--- config.mk ---
export PLATFORM = sky130hd
export DESIGN_NAME = counter_seq_ctrl
export DESIGN_NICKNAME = d
export VERILOG_FILES = /design/src/rtl/counter_seq_ctrl.sv
export SDC_FILE = /design/constraint.sdc
export NUM_CORES = 1
export LEC_CHECK = 0
export ABC_AREA = 1
export CAP_MARGIN = 20
export CORE_ASPECT_RATIO = 0.7
export CORE_MARGIN = 4
export CORE_UTILIZATION = 51
export CTS_CLUSTER_SIZE = 28
export DETAILED_ROUTE_END_ITERATION = 8
export GPL_TIMING_DRIVEN = 0
export PLACE_DENSITY = 0.76
export SYNTH_ARGS = -nofsm -noshare
export SYNTH_HDL_FRONTEND = slang
export SYNTH_SLANG_ARGS = --single-unit
--- constraint.sdc ---
create_clock -name clk -period 1.62 [get_ports clk]
set_input_delay 0.486 -clock clk [delete_from_list [all_inputs] [get_ports clk]]
set_output_delay 0.486 -clock clk [all_outputs]
set_load 0.01 [all_outputs]
--- src/rtl/counter_seq_ctrl.sv ---
`default_nettype none
// ============================================================================
// Module      : counter_seq_ctrl
// Description : Sequencing controller for an external 4-bit up/down counter.
//               Generates a prescaled count-enable tick, count direction
//               (fixed up, fixed down or ping-pong) and a one-cycle preload
//               strobe, under an IDLE/RUN/LOAD/HOLD state machine.
// Revision    : 1.0 - initial release
// ============================================================================
module counter_seq_ctrl #(
    parameter int unsigned TICK_DIV = 50000000
) (
    input  logic       clk,
    input  logic       reset,
    input  logic       start,
    input  logic       stop,
    input  logic       load_req,
    input  logic [3:0] preset,
    input  logic [1:0] dir_mode,
    input  logic [3:0] count_q,
    output logic       tick,
    output logic       up_down,
    output logic       load,
    output logic [3:0] data_in,
    output logic       busy,
    output logic [1:0] state
);

    localparam int unsigned             c_PRESC_W = (TICK_DIV > 2) ? $clog2(TICK_DIV) : 1;
    localparam logic [c_PRESC_W-1:0]    c_TERM    = c_PRESC_W'(TICK_DIV - 1);
    localparam logic [c_PRESC_W-1:0]    c_ONE     = c_PRESC_W'(1);

    typedef enum logic [1:0] {
        ST_IDLE = 2'b00,
        ST_RUN  = 2'b01,
        ST_LOAD = 2'b10,
        ST_HOLD = 2'b11
    } state_t;

    state_t                 r_state;
    state_t                 r_ret_state;
    state_t                 w_next_state;
    logic [c_PRESC_W-1:0]   r_presc;
    logic                   r_load_armed;
    logic                   r_pp_active;
    logic                   r_tick;
    logic                   r_load;
    logic [3:0]             r_data_in;
    logic                   r_busy;
    logic                   r_up_down;
    logic                   w_next_up_down;
    logic                   w_load_go;
    logic                   w_term;

    // A held load_req only counts once; it must drop low before it can re-trigger.
    assign w_load_go = load_req & r_load_armed;
    assign w_term    = (r_presc == c_TERM);

    // State register; reset wins over every request.
    always_ff @(posedge clk) begin
        if (!reset) begin
            r_state     <= ST_IDLE;
            r_ret_state <= ST_IDLE;
        end else begin
            r_state <= w_next_state;
            if (w_next_state == ST_LOAD && r_state != ST_LOAD) begin
                r_ret_state <= r_state;
            end
        end
    end

    // Next-state logic with load_req > stop > start priority.
    always_comb begin
        w_next_state = r_state;
        case (r_state)
            ST_IDLE: begin
                if (w_load_go)   w_next_state = ST_LOAD;
                else if (stop)   w_next_state = ST_IDLE;
                else if (start)  w_next_state = ST_RUN;
            end
            ST_RUN: begin
                if (w_load_go)   w_next_state = ST_LOAD;
                else if (stop)   w_next_state = ST_HOLD;
            end
            ST_HOLD: begin
                if (w_load_go)           w_next_state = ST_LOAD;
                else if (start && !stop) w_next_state = ST_RUN;
            end
            ST_LOAD: begin
                // LOAD is a single cycle and returns to wherever it came from.
                w_next_state = r_ret_state;
            end
            default: w_next_state = ST_IDLE;
        endcase
    end

    // Direction select: fixed up/down, or ping-pong bouncing at 15 and 0.
    always_comb begin
        w_next_up_down = r_up_down;
        case (dir_mode)
            2'b01: w_next_up_down = 1'b0;
            2'b10: begin
                if (!r_pp_active) begin
                    // First cycle in ping-pong: head up unless already at the top.
                    w_next_up_down = (count_q != 4'hF);
                end else if (r_state == ST_RUN && !r_tick) begin
                    // Only re-evaluate between ticks so the counter value is settled.
                    if (r_up_down && count_q == 4'hF)       w_next_up_down = 1'b0;
                    else if (!r_up_down && count_q == 4'h0) w_next_up_down = 1'b1;
                end
            end
            default: w_next_up_down = 1'b1;
        endcase
    end

    // Prescaler, load-arming and registered outputs.
    always_ff @(posedge clk) begin
        if (!reset) begin
            r_presc      <= '0;
            r_load_armed <= 1'b1;
            r_pp_active  <= 1'b0;
            r_tick       <= 1'b0;
            r_load       <= 1'b0;
            r_data_in    <= 4'h0;
            r_busy       <= 1'b0;
            r_up_down    <= 1'b1;
        end else begin
            // Counts only while running, keeps phase across HOLD, clears elsewhere.
            case (r_state)
                ST_RUN:  r_presc <= w_term ? '0 : (r_presc + c_ONE);
                ST_HOLD: r_presc <= r_presc;
                default: r_presc <= '0;
            endcase

            if (!load_req) begin
                r_load_armed <= 1'b1;
            end else if (w_next_state == ST_LOAD) begin
                r_load_armed <= 1'b0;
            end

            // A stop or load arriving on the terminal count suppresses the tick.
            r_tick <= (r_state == ST_RUN) && (w_next_state == ST_RUN) && w_term;
            r_load <= (w_next_state == ST_LOAD);
            if (w_next_state == ST_LOAD) begin
                r_data_in <= preset;
            end
            r_busy      <= (w_next_state == ST_RUN) || (w_next_state == ST_LOAD);
            r_up_down   <= w_next_up_down;
            r_pp_active <= (dir_mode == 2'b10);
        end
    end

    assign tick    = r_tick;
    assign load    = r_load;
    assign data_in = r_data_in;
    assign busy    = r_busy;
    assign up_down = r_up_down;
    assign state   = r_state;

endmodule
`default_nettype wire

==> results.txt <==
----------------------------------------------------
[Route]
  Remaining design rule violation count ... 0
  Antenna-violating nets left ... 0
  Vias post-DR ... 2,300
  Count of TritonRoute iterations in the first routing pass ... 5
  Initial DRC count ... 147
  Final wirelength ... 5920 um
  Via density ... 5.22
  Drt wl/cell ... 13.4 um

[Clocking]
  CTS clock-pin slew for the worst setup and hold paths ... 0.08 ns
  Clock insertion delay at the later pin of the skew report ... 0.29 ns
  Sink Count ... 40
  Clock tree from TritonCTS ... yes
  Maximum clock path buffer count ... 2
  Max H-tree Level ... 2
  Total clock buffers created by CTS ... 5
  Root cell of the clock tree ... sky130_fd_sc_hd__clkbuf_8

[Timing]
  Post-route fraction of the period consumed by the critical path ... 0.953
  Final worst clock skew ... 0.00496 ns
  Max Fclk ... 648 MHz
  Setup repair after global routing missed its margin ... yes
  Post-layout minimum cycle time ... 1.54 ns
  Final-report max-slew violation count ... 0
  Slew headroom ... 0.616
  Worst Tran Pin Value ... 0.576 ns
  Number of endpoints with negative hold slack in the final report ... 0
  Final setup slack of the worst path ... between 0.07 and 0.08 ns
  Final count of negative-setup-slack endpoints ... 0

[Power and ir drop]
  Net Sw Power ... between 0.5 and 0.6 mW
  Lkg Pwr ... roughly 1.2 nW
  Relative contribution of the clock network to total power ... 0.331
  Internal ... 1.54 mW
  Worst IR drop on VDD ... 0.587 mV
  Pwr Density ... 724 nW/um^2
  Part of the power in registers ... 0.503
  Switching Fraction ... 0.267
  Fraction of power consumed by combinational cells ... 0.166

[Critical path]
  Data required time at the worst endpoint ... 1.85 ns
  Endpoint class of the critical path ... flip-flop
  Sort of element at the start of the critical path ... flip-flop
  Highest fanout seen on the critical path ... 7
  Critical Path AT ... 1.77 ns
  Type of the worst setup path ... flip-flop to flip-flop

[Floorplanning]
  Std-Cell Core Area ... approximately 4400 um^2
  Horizontal die dimension ... 88.7 um
  Count of standard-cell rows ... 20
  Height of the die ... 64.5 um
  Area of the die ... 5720 um^2
  Initial Utilization ... 0.531
  I/O Pins ... 25

[Flow run]
  Max-cap check violation count ... 0

[Yosys]
  Total of flip-flops plus latches after synthesis ... 40
  Mapped Avg Cell Area ... slightly below 7 um^2
  Area of the mapped netlist ... 2320 um^2
  Xor/xnor cell area share of the yosys netlist ... 0.0188
  Yosys synthesis warning count ... 0
  Complex-gate fraction of the synthesized area ... 0.118
  Simple-gate area share of the yosys netlist ... 0.429
  Adder and majority gate portion of the synthesized area ... 0.0162
  Dominant combinational cell family by area after synthesis ... simple AND/OR/NAND/NOR gates
  Sequential share of the synthesized area ... 0.345
  Count of distinct cell types in the synthesized netlist ... 33
  Mux cell area share after synthesis ... 0
  Count of mapped cells out of synthesis ... 345
  Number of nets produced by synthesis ... between 300 and 400

[Placed design]
  Count of input and output buffers ... 24
  Worst slack at placement ... -0.622 ns
  Area after DPL ... 2640 um^2
  Post-detail-place hpwl ... roughly 4200 um
  Routability Congestion ... 0.930

[Global routing]
  Antenna violations before repair ... 0
  Global-route wire length before repair ... 9770 um
  Via count of the first global-routing pass ... 2,087
  Global-route congestion overflow total ... 0
  All-layer global routing usage ... 0.215
  Largest net degree at the start of global routing ... 12

[Final layout]
  Final Cell Area ... 2890 um^2
  Layout Area Growth over Synthesis ... 24.4%
  Most frequent cells in the layout ... sky130_fd_sc_hd__nand2_1, sky130_fd_sc_hd__nor2_1, sky130_fd_sc_hd__dfxtp_1, sky130_fd_sc_hd__inv_1, sky130_fd_sc_hd__nand3_1
  Inserted Diodes ... 0
  Most common cell after layout, fill and taps aside ... sky130_fd_sc_hd__nand2_1
  Number of nets in the finished design ... roughly 400
  Fraction of layout cells with a size suffix above 1 ... 0.244

[Status]
  Run status ... completed

[Hold path]
  Tightest Hold Check Type ... input pin to flip-flop

----------------------------------------------------
==> worst paths after layout <==
kind                               startpoint                     endpoint  slack [ns]  cells after the start
setup / recovery      r_presc[0]$_SDFFE_PN0N_     r_presc[17]$_SDFFE_PN0N_        0.08                     11
hold / removal                       load_req    r_load_armed$_SDFFE_PN1N_        0.40                      2
hold reg to reg   r_ret_state[0]$_SDFFE_PN0P_  r_ret_state[0]$_SDFFE_PN0P_        0.47                      2
setup reg to reg      r_presc[0]$_SDFFE_PN0N_     r_presc[17]$_SDFFE_PN0N_        0.08                     11
==> cell type report <==
class,count,area [um^2]
Fill cell,365,1490
Timing Repair Buffer,33,319
Inverter,32,125
Sequential cell,40,812
Tap cell,55,68.8
Clock buffer,8,90.1
Buffer,8,48.8
Multi-Input combinational cell,265,1430
==> Yosys cell counts <==
cell type / instances / share of area
sky130_fd_sc_hd__dfxtp_1: 40 / 0.34
sky130_fd_sc_hd__buf_2: 3 / 0.0065
sky130_fd_sc_hd__nor2_1: 45 / 0.073
sky130_fd_sc_hd__nor2_2: 9 / 0.024
sky130_fd_sc_hd__inv_1: 26 / 0.042
sky130_fd_sc_hd__ha_1: 3 / 0.016
sky130_fd_sc_hd__a31oi_1: 1 / 0.0027
sky130_fd_sc_hd__buf_6: 1 / 0.0048
sky130_fd_sc_hd__a21boi_0: 1 / 0.0032
sky130_fd_sc_hd__nand2_1: 97 / 0.16
sky130_fd_sc_hd__or2_2: 3 / 0.0081
sky130_fd_sc_hd__nor2_8: 2 / 0.017
sky130_fd_sc_hd__nand4_1: 6 / 0.016
sky130_fd_sc_hd__o211ai_1: 2 / 0.0065
sky130_fd_sc_hd__clkbuf_1: 2 / 0.0032
sky130_fd_sc_hd__nand2_4: 3 / 0.015
sky130_fd_sc_hd__xnor2_1: 3 / 0.011
sky130_fd_sc_hd__o21a_1: 1 / 0.0032
sky130_fd_sc_hd__nand3_1: 20 / 0.043
sky130_fd_sc_hd__a31o_2: 1 / 0.0038
sky130_fd_sc_hd__clkinv_1: 1 / 0.0016
sky130_fd_sc_hd__a21oi_2: 4 / 0.015
sky130_fd_sc_hd__o21ai_0: 15 / 0.032
sky130_fd_sc_hd__nor2_4: 5 / 0.024
sky130_fd_sc_hd__a21oi_1: 22 / 0.047
sky130_fd_sc_hd__xor2_1: 2 / 0.0075
sky130_fd_sc_hd__o21ai_1: 2 / 0.0043
sky130_fd_sc_hd__nor3_1: 4 / 0.0086
sky130_fd_sc_hd__nand3_2: 3 / 0.013
sky130_fd_sc_hd__nand2_2: 9 / 0.024
sky130_fd_sc_hd__inv_2: 5 / 0.0081
sky130_fd_sc_hd__buf_4: 2 / 0.0065
sky130_fd_sc_hd__nand3b_1: 2 / 0.0065
==> state kept, by name (all words and copies together) (netlist names) <==
| signal | flops |
|---|---|
| r_pp_active | 1 |
| up_down | 1 |
| r_load_armed | 1 |
| tick | 1 |
| data_in | 4 |
| r_presc | 26 |
| load | 1 |
| state | 2 |
| busy | 1 |
| r_ret_state | 2 |
==> critical path, cell delays in order (launching register included) <==
cell	delay [ns]
sky130_fd_sc_hd__dfxtp_2	0.34
sky130_fd_sc_hd__ha_2	0.19
sky130_fd_sc_hd__nand2_2	0.09
sky130_fd_sc_hd__inv_2	0.05
sky130_fd_sc_hd__nand2_2	0.08
sky130_fd_sc_hd__nor2_4	0.04
sky130_fd_sc_hd__nand2_2	0.08
sky130_fd_sc_hd__nor2_4	0.04
sky130_fd_sc_hd__nor2_4	0.19
sky130_fd_sc_hd__buf_12	0.15
sky130_fd_sc_hd__o21ai_0	0.09
sky130_fd_sc_hd__a21oi_1	0.13
==> per-layer routing <==
layer | track usage | up-vias | part of all wire
met5 | 0 | - | 0
met4 | 0.0547 | 0 | 0.0093
met3 | 0.0521 | 10 | 0.056
met2 | 0.315 | 60 | 0.43
met1 | 0.315 | 1050 | 0.50
li1 | - | 1180 | -
==> stage by stage <==
stage | cells | total power [mW] | hold WS, ns | util | setup TNS [ns]
5_1_grt | 441 | 2.17 | 0.429 | 0.660 | -0.143
3_5_place_dp | 424 | 1.36 | 0.473 | 0.602 | -7.33
6_report | 441 | 2.09 | 0.399 | 0.660 | 0
3_3_place_gp | 424 | 1.35 | 0.449 | 0.602 | -6.73
2_1_floorplan | 345 | 1.22 | 0.429 | - | 0
4_1_cts | 438 | 2.07 | 0.487 | 0.640 | 0
==> cells by family after synthesis <==
logic type,after synthesis
AO/OA/AOI/OAI,49
XOR/XNOR,5
adder cells (fa/ha/maj),3
buffers and inverters,40
flip-flops,40
AND/OR/NAND/NOR,208
==> timing repair <==
item	in CTS	in global routing
setup endpoints to repair	29	31
pin swaps	5	10
cloned	1	0
resized for setup	27	30
hold endpoints to repair	0	0
hold buffers	0	0
buffers inserted	5	3
==> power by group through the flow <==
stage | clock network, mW | logic (mW) | registers, mW
2_1_floorplan | 0 | 0.131 | 1.08
3_3_place_gp | 0 | 0.283 | 1.07
3_5_place_dp | 0 | 0.286 | 1.07
4_1_cts | 0.698 | 0.320 | 1.05
5_1_grt | 0.736 | 0.376 | 1.06
6_report | 0.692 | 0.348 | 1.05
Note: power is estimated with default switching activity, not from simulation.
